<file path="src/rtl/vector_pkg.sv">
// Shared definitions for the vector fork sequencer.
//   state_t    : sequencer FSM states
//   OP_*_BIT   : bit positions inside the 2-bit OpType field
//   ceil_div() : integer ceiling division (used to derive STEPS = ceil(V/L))
package vector_pkg;

    typedef enum logic [1:0] {
        ST_IDLE  = 2'd0,
        ST_ISSUE = 2'd1,
        ST_DONE  = 2'd2
    } state_t;

    localparam int unsigned OP_VV_BIT  = 0;  // 1 = vector-vector, 0 = vector-scalar
    localparam int unsigned OP_REV_BIT = 1;  // 1 = walk steps from STEPS-1 down to 0

    function automatic int unsigned ceil_div(input int unsigned num, input int unsigned den);
        return (num + den - 1) / den;
    endfunction

endpackage

</file>
<file path="src/rtl/lane_select.sv">
// Element selector for one output lane of vector_fork_seq.
// At step s the lane presents element e = LANE*STEPS + s of the captured
// operand vectors; elements past the end of the vector (e >= V) and any
// cycle with en low produce zero data and a cleared valid bit.
//   en      : sequencer is issuing beats
//   vv      : 1 = operand B from b_vec, 0 = broadcast scalar
//   step    : current step index
//   a_vec   : captured operand-A vector
//   b_vec   : captured operand-B vector
//   scalar  : captured scalar operand
//   a, b    : lane operands
//   valid   : lane carries a real element
module lane_select #(
    parameter int unsigned N     = 32,
    parameter int unsigned V     = 20,
    parameter int unsigned STEPS = 5,
    parameter int unsigned LANE  = 0,
    parameter int unsigned SW    = 3
) (
    input  logic                en,
    input  logic                vv,
    input  logic [SW-1:0]       step,
    input  logic [V-1:0][N-1:0] a_vec,
    input  logic [V-1:0][N-1:0] b_vec,
    input  logic [N-1:0]        scalar,
    output logic [N-1:0]        a,
    output logic [N-1:0]        b,
    output logic                valid
);

    localparam int unsigned IW = (V > 1) ? $clog2(V) : 1;

    int unsigned e;

    always_comb begin
        e     = LANE * STEPS + 32'(step);
        a     = '0;
        b     = '0;
        valid = 1'b0;
        if (en && (e < V)) begin
            valid = 1'b1;
            // Compare-and-select keeps the index in range for every parameter set.
            for (int unsigned i = 0; i < V; i++) begin
                if (i == e) begin
                    a = a_vec[IW'(i)];
                    b = vv ? b_vec[IW'(i)] : scalar;
                end
            end
        end
    end

endmodule

</file>
<file path="src/rtl/vector_fork_seq.sv">
// Vector fork sequencer: captures two V-element operand vectors (or one
// vector plus a broadcast scalar) and feeds them to an L-lane ALU over
// STEPS = ceil(V/L) beats with a valid/ready handshake.
//   CLK, RST          : clock, synchronous active-low reset
//   Start_i           : capture operands and begin a sequence (IDLE only)
//   OpType            : bit0 vector-vector, bit1 reverse step order
//   RD1_VEC_i         : operand-A vector
//   RD2_VEC_i         : operand-B vector
//   Scalar_i          : broadcast operand B in vector-scalar mode
//   Ready_i           : downstream accepts the current beat
//   Valid_o           : beat valid (high throughout ISSUE)
//   Vec_A_o, Vec_B_o  : lane operands
//   Lane_Mask_o       : per-lane element valid
//   Step_o            : current step index
//   Last_o            : final beat of the sequence
//   Busy_o            : sequence active
//   Done_o            : one-cycle completion pulse
module vector_fork_seq
    import vector_pkg::*;
#(
    parameter int unsigned N = 32,
    parameter int unsigned V = 20,
    parameter int unsigned L = 4,
    localparam int unsigned STEPS = ceil_div(V, L),
    localparam int unsigned SW    = (STEPS > 1) ? $clog2(STEPS) : 1
) (
    input  logic                CLK,
    input  logic                RST,
    input  logic                Start_i,
    input  logic [1:0]          OpType,
    input  logic [V-1:0][N-1:0] RD1_VEC_i,
    input  logic [V-1:0][N-1:0] RD2_VEC_i,
    input  logic [N-1:0]        Scalar_i,
    input  logic                Ready_i,
    output logic                Valid_o,
    output logic [L-1:0][N-1:0] Vec_A_o,
    output logic [L-1:0][N-1:0] Vec_B_o,
    output logic [L-1:0]        Lane_Mask_o,
    output logic [SW-1:0]       Step_o,
    output logic                Last_o,
    output logic                Busy_o,
    output logic                Done_o
);

    localparam logic [SW-1:0] STEP_MAX = SW'(STEPS - 1);

    state_t               state_q, state_d;
    logic [SW-1:0]        step_q;
    logic [V-1:0][N-1:0]  a_q, b_q;
    logic [N-1:0]         scalar_q;
    logic [1:0]           op_q;
    logic                 issue;
    logic                 is_last;

    assign issue = (state_q == ST_ISSUE);

    always_comb begin
        is_last = 1'b0;
        if (issue) begin
            is_last = op_q[OP_REV_BIT] ? (step_q == '0) : (step_q == STEP_MAX);
        end
    end

    always_comb begin
        state_d = state_q;
        case (state_q)
            ST_IDLE:  if (Start_i) state_d = ST_ISSUE;
            ST_ISSUE: if (Ready_i && is_last) state_d = ST_DONE;
            ST_DONE:  state_d = ST_IDLE;
            default:  state_d = ST_IDLE;
        endcase
    end

    always_ff @(posedge CLK) begin
        if (!RST) begin
            state_q  <= ST_IDLE;
            step_q   <= '0;
            a_q      <= '0;
            b_q      <= '0;
            scalar_q <= '0;
            op_q     <= '0;
        end else begin
            state_q <= state_d;
            if ((state_q == ST_IDLE) && Start_i) begin
                a_q      <= RD1_VEC_i;
                b_q      <= RD2_VEC_i;
                scalar_q <= Scalar_i;
                op_q     <= OpType;
                step_q   <= OpType[OP_REV_BIT] ? STEP_MAX : '0;
            end else if (issue && Ready_i) begin
                // Counter parks at zero after the final beat.
                if (is_last)
                    step_q <= '0;
                else if (op_q[OP_REV_BIT])
                    step_q <= step_q - SW'(1);
                else
                    step_q <= step_q + SW'(1);
            end
        end
    end

    for (genvar j = 0; j < L; j++) begin : g_lane
        lane_select #(
            .N     (N),
            .V     (V),
            .STEPS (STEPS),
            .LANE  (j),
            .SW    (SW)
        ) u_lane (
            .en     (issue),
            .vv     (op_q[OP_VV_BIT]),
            .step   (step_q),
            .a_vec  (a_q),
            .b_vec  (b_q),
            .scalar (scalar_q),
            .a      (Vec_A_o[j]),
            .b      (Vec_B_o[j]),
            .valid  (Lane_Mask_o[j])
        );
    end

    assign Valid_o = issue;
    assign Step_o  = issue ? step_q : '0;
    assign Last_o  = is_last;
    assign Busy_o  = (state_q != ST_IDLE);
    assign Done_o  = (state_q == ST_DONE);

endmodule

</file>
<file path="config.mk">
export PLATFORM = sky130hd
export DESIGN_NAME = vector_fork_seq
export DESIGN_NICKNAME = d
export VERILOG_FILES = /design/src/rtl/vector_pkg.sv /design/src/rtl/lane_select.sv /design/src/rtl/vector_fork_seq.sv
export SDC_FILE = /design/constraint.sdc
export NUM_CORES = 2
export LEC_CHECK = 0
export CAP_MARGIN = 0
export CORE_AREA = 2 2 616 618
export DETAILED_ROUTE_END_ITERATION = 12
export DIE_AREA = 0 0 618 620
export SETUP_SLACK_MARGIN = 0.05
export SLEW_MARGIN = 25
export SYNTH_ARGS = -nofsm -noshare
export SYNTH_HDL_FRONTEND = slang
export SYNTH_SLANG_ARGS = --single-unit
export TNS_END_PERCENT = 100
</file>
<file path="constraint.sdc">
create_clock -name CLK -period 5.1 [get_ports CLK]
set_input_delay 1.275 -clock CLK [delete_from_list [all_inputs] [get_ports CLK]]
set_output_delay 1.275 -clock CLK [all_outputs]
set_load 0.005 [all_outputs]
</file>
==> summary.txt <==
routed via count: 128129
Clk Latency, worst-skew pair: 0.92 ns
nature of the critical path startpoint: flop
status: finished, violations left
initial cell density of the core: 0.2348
kind of critical path: flop to primary output
Hold Path Cell Cnt: 2
number of sinks handled by clock tree synthesis: 1319
layout cells sized above 1: 0.2391
total power: 0.03786 W
non-filler cells, final: 20980
count of routing violations after the opening detailed-route iteration: 18964
post-synthesis net count: 14178
Yosys warnings: 0
Min Clock Period, post-route: 6.281 ns
HPWL after DPL: 714.7 mm
Arrival @ worst endpoint: 5.01 ns
most frequent standard cell in the layout excluding fill and tap cells: nand2_1
Detailed Routing Iterations Pass 1: 13
Final Cycle Share: 1.232
sum of overflow across all layers after global routing: 0
Final Skew: 0.05455 ns
failing checks: negative setup slack
number of rows in the core area: 226
Async SR Flop Fraction: 0
net count reported at finish: 17126
Pins Over Slew Limit: 0
I/O Buffers: 1584
count of endpoints failing setup in the final report: 257
synthesis-stage register bit count: 1319
leakage power: 53.02 nW
Root Driver: clkbuf_16
Final Core Density: 0.3780
count of cell types in the netlist: 90
prevailing post-synth register cell: dfxtp_1
die span in x: 618 µm
tightest slew margin relative to the limit: 0.1173
most used cells in the layout excluding fill and tap cells: nand2_1 (3453), buf_4 (1939), clkdlybuf4s50_1 (1358)
stage delay of the slowest cell on the critical path: 1.02 ns
logic depth of the worst path, buffers included: 16
CTS H-tree lvls: 4
maximum count of clock buffers along a single path: 4
clock-pin slew of the registers on the worst-case setup and hold paths: 0.06 ns
post-detailed-route wirelength per cell: 42.58 µm
kind of cell with the highest combined delay on the critical path: compound AO/OA/AOI/OAI gates
final-report hold violation count: 0
post-route DRC violation count: 0
Worst Setup SP: step_q[0]
Die Outline Area: 383200 µm²
synthesized area divided by synthesized cell count: 6.897 µm²
power density of the placed cells: 265.6 nW/µm²
weighted congestion at the end of routability-driven global placement: 1.107
worst min-delay path class: flop to flop
worst supply voltage drop on vdd: 258.9 µV
share of the yosys chip area belonging to registers: 0.2981
count of hold-fix buffers inserted at cts: 0
gr usage total: 0.4397
vias in the first global route: 121192
critical path endpoint category: primary output
unrepaired setup endpoints after global routing: yes
Worst path slowest cell: a2111oi_4
Std-Cell Core Area: 377200 µm²
peak clock frequency supported by timing: 159.2 MHz
data required time at the worst endpoint: 3.83 ns
measured slew at the worst slew-check pin: 1.324 ns
number of fillers in the final layout: 40080
slack of the worst reg-to-reg path: 1.81 ns
average vias per placed instance: 6.107
maximum fanout encountered on the critical timing path: 12
pin count of the biggest net entering global routing: 180
clock buffer count from CTS: 161
Worst Slack Setup Final: -1.181 ns
Synth-to-Final Area Change: 60.95%
DIE HEIGHT: 620 µm
number of primary I/O pins: 1585
endpoint of the worst setup timing path: Vec_A_o[114]
cell area after technology mapping: 88580 µm²
cell count after synthesis: 12844
number of flops mapped to enable cells by yosys: 0
number of placed cells counting well taps: 20346
reg2reg path depth: 7
critical-path cell list: clkinv_4, buf_6, ha_4, buf_12, buf_16, buf_16, a21oi_1, o21ai_4, a32oi_1, nor2_1, a2111oi_4, buf_4, or4_4, a31oi_4, buf_6, dlygate4sd2_1
clock tree from TritonCTS: built
pre-CTS WS: -1.270 ns
number of antenna violations at the first check in global routing: 94
wire length of the first global-routing pass: 1137 mm
Post-DRT Antenna Nets: 0
final wirelength: 893.3 mm
Reg2Reg Capture Point: a_q[148]
max capacitance violation total: 0
startpoint of the worst register-to-register path: state_q[1]
Critical path buffers and inverters: 8
## flip-flops by register name, indices dropped and copies added, names as in the netlist
register and count:
a_q 640, b_q 640, scalar_q 32, step_q 3
op_q 2, state_q 2
## how the worst min path moves through the flow
stage | to | slack, ns | from
floorplan | b_q[125] | 0.44 | b_q[125]
global placement | a_q[177] | 0.46 | a_q[177]
detailed placement | b_q[142] | 0.46 | b_q[142]
CTS | b_q[142] | 0.47 | b_q[142]
global route | b_q[416] | 0.49 | b_q[416]
finish | b_q[142] | 0.47 | b_q[142]
## metal layers
| metal | wire length (µm) | track usage | part of all wire |
|---|---|---|---|
| met1 | 311200 | 0.4772 | 0.35 |
| met2 | 381900 | 0.6807 | 0.43 |
| met3 | 89380 | 0.1224 | 0.10 |
| met4 | 110400 | 0.4404 | 0.12 |
| met5 | 360 | 0.001010 | 0.00040 |
## repair_timing
| action | 4_1_cts | 5_1_grt |
|---|---|---|
| cloned | 14 | 26 |
| buffers inserted | 147 | 138 |
| endpoints found under the hold margin | 0 | 0 |
| gates resized for setup | 1110 | 671 |
| pin swaps | 204 | 174 |
| setup endpoints to repair | 257 | 257 |
## synthesized netlist by cell type, drive strengths merged, types with 20 or more instances
| library cell | instances | area, µm² |
|---|---|---|
| mux2 | 26 | 292.8 |
| a211oi | 139 | 1049 |
| a21o | 64 | 481.7 |
| a22oi | 163 | 1224 |
| nor3 | 170 | 875.8 |
| a311oi | 89 | 779.5 |
| nand2 | 3503 | 13160 |
| dfxtp | 1319 | 26410 |
| a21boi | 1318 | 9898 |
| a211o | 54 | 473.0 |
| o22ai | 324 | 2027 |
| mux2i | 112 | 1121 |
| a31oi | 130 | 813.3 |
| or3 | 23 | 143.9 |
| o211ai | 110 | 825.8 |
| a32oi | 22 | 192.7 |
| nor2 | 459 | 1750 |
| a222oi | 58 | 580.6 |
| and3 | 75 | 469.2 |
| o21ai | 868 | 4344 |
| clkbuf | 958 | 3598 |
| nor2b | 65 | 406.6 |
| a2111oi | 50 | 445.4 |
| buf | 362 | 1769 |
| nand2b | 52 | 325.3 |
| o31ai | 30 | 225.2 |
| a21oi | 1193 | 5982 |
| o31a | 20 | 175.2 |
| nand3b | 29 | 217.7 |
| nand3 | 117 | 590.6 |
| a22o | 23 | 201.4 |
| inv | 42 | 157.6 |
| o2111ai | 63 | 551.8 |
| o221ai | 104 | 910.9 |
| and2 | 66 | 412.9 |
| a221oi | 334 | 2925 |
| a221o | 63 | 630.6 |
## cell families after synthesis
family          Yosys count  share of synthesized area
compound gates         5365                     0.4072
xor+xnor                  2                  0.0001978
fa+ha+maj                16                   0.002260
buf+inv                1365                    0.06250
flops                  1319                     0.2981
mux                     138                    0.01596
simple gates           4639                     0.2138
## worst reg2reg max path, delay by kind of cell (launching register included)
| family | cells | cell delay (ns) |
|---|---|---|
| simple gates | 3 | 1.51 |
| buf+inv | 3 | 1.02 |
| flops | 1 | 0.35 |
| compound gates | 1 | 0.31 |
## where the power goes
part | internal [W] | switching (W) | total [W]
Clock | 0.00710 | 0.00524 | 0.0123
Combinational | 0.00509 | 0.00782 | 0.0129
Sequential | 0.0110 | 0.00164 | 0.0126
Total | 0.0232 | 0.0147 | 0.0379
## area by class of cell
type                    count  area, µm²  area share
multi-input cells       10160      62370      0.4375
repair buffers           4105      41710      0.2925
flip-flops and latches   1319      26420      0.1853
well taps                5016       6276     0.04402
clock buffers             224       4587     0.03217
clock inverters            59      865.8    0.006073
inverters                  45      212.7    0.001492
diodes                     52      130.1   0.0009127
## through the flow
stage	hold slack (ns)	TNS, ns	cell area, µm²
floorplan	0.4400	0	88580
global placement	0.4561	-42.73	126600
detailed placement	0.4632	-35.42	126600
CTS	0.4725	-118.24	138100
global route	0.4912	-124.12	142500
finish	0.4721	-125.67	142600
(Power assumes the default switching activity.)
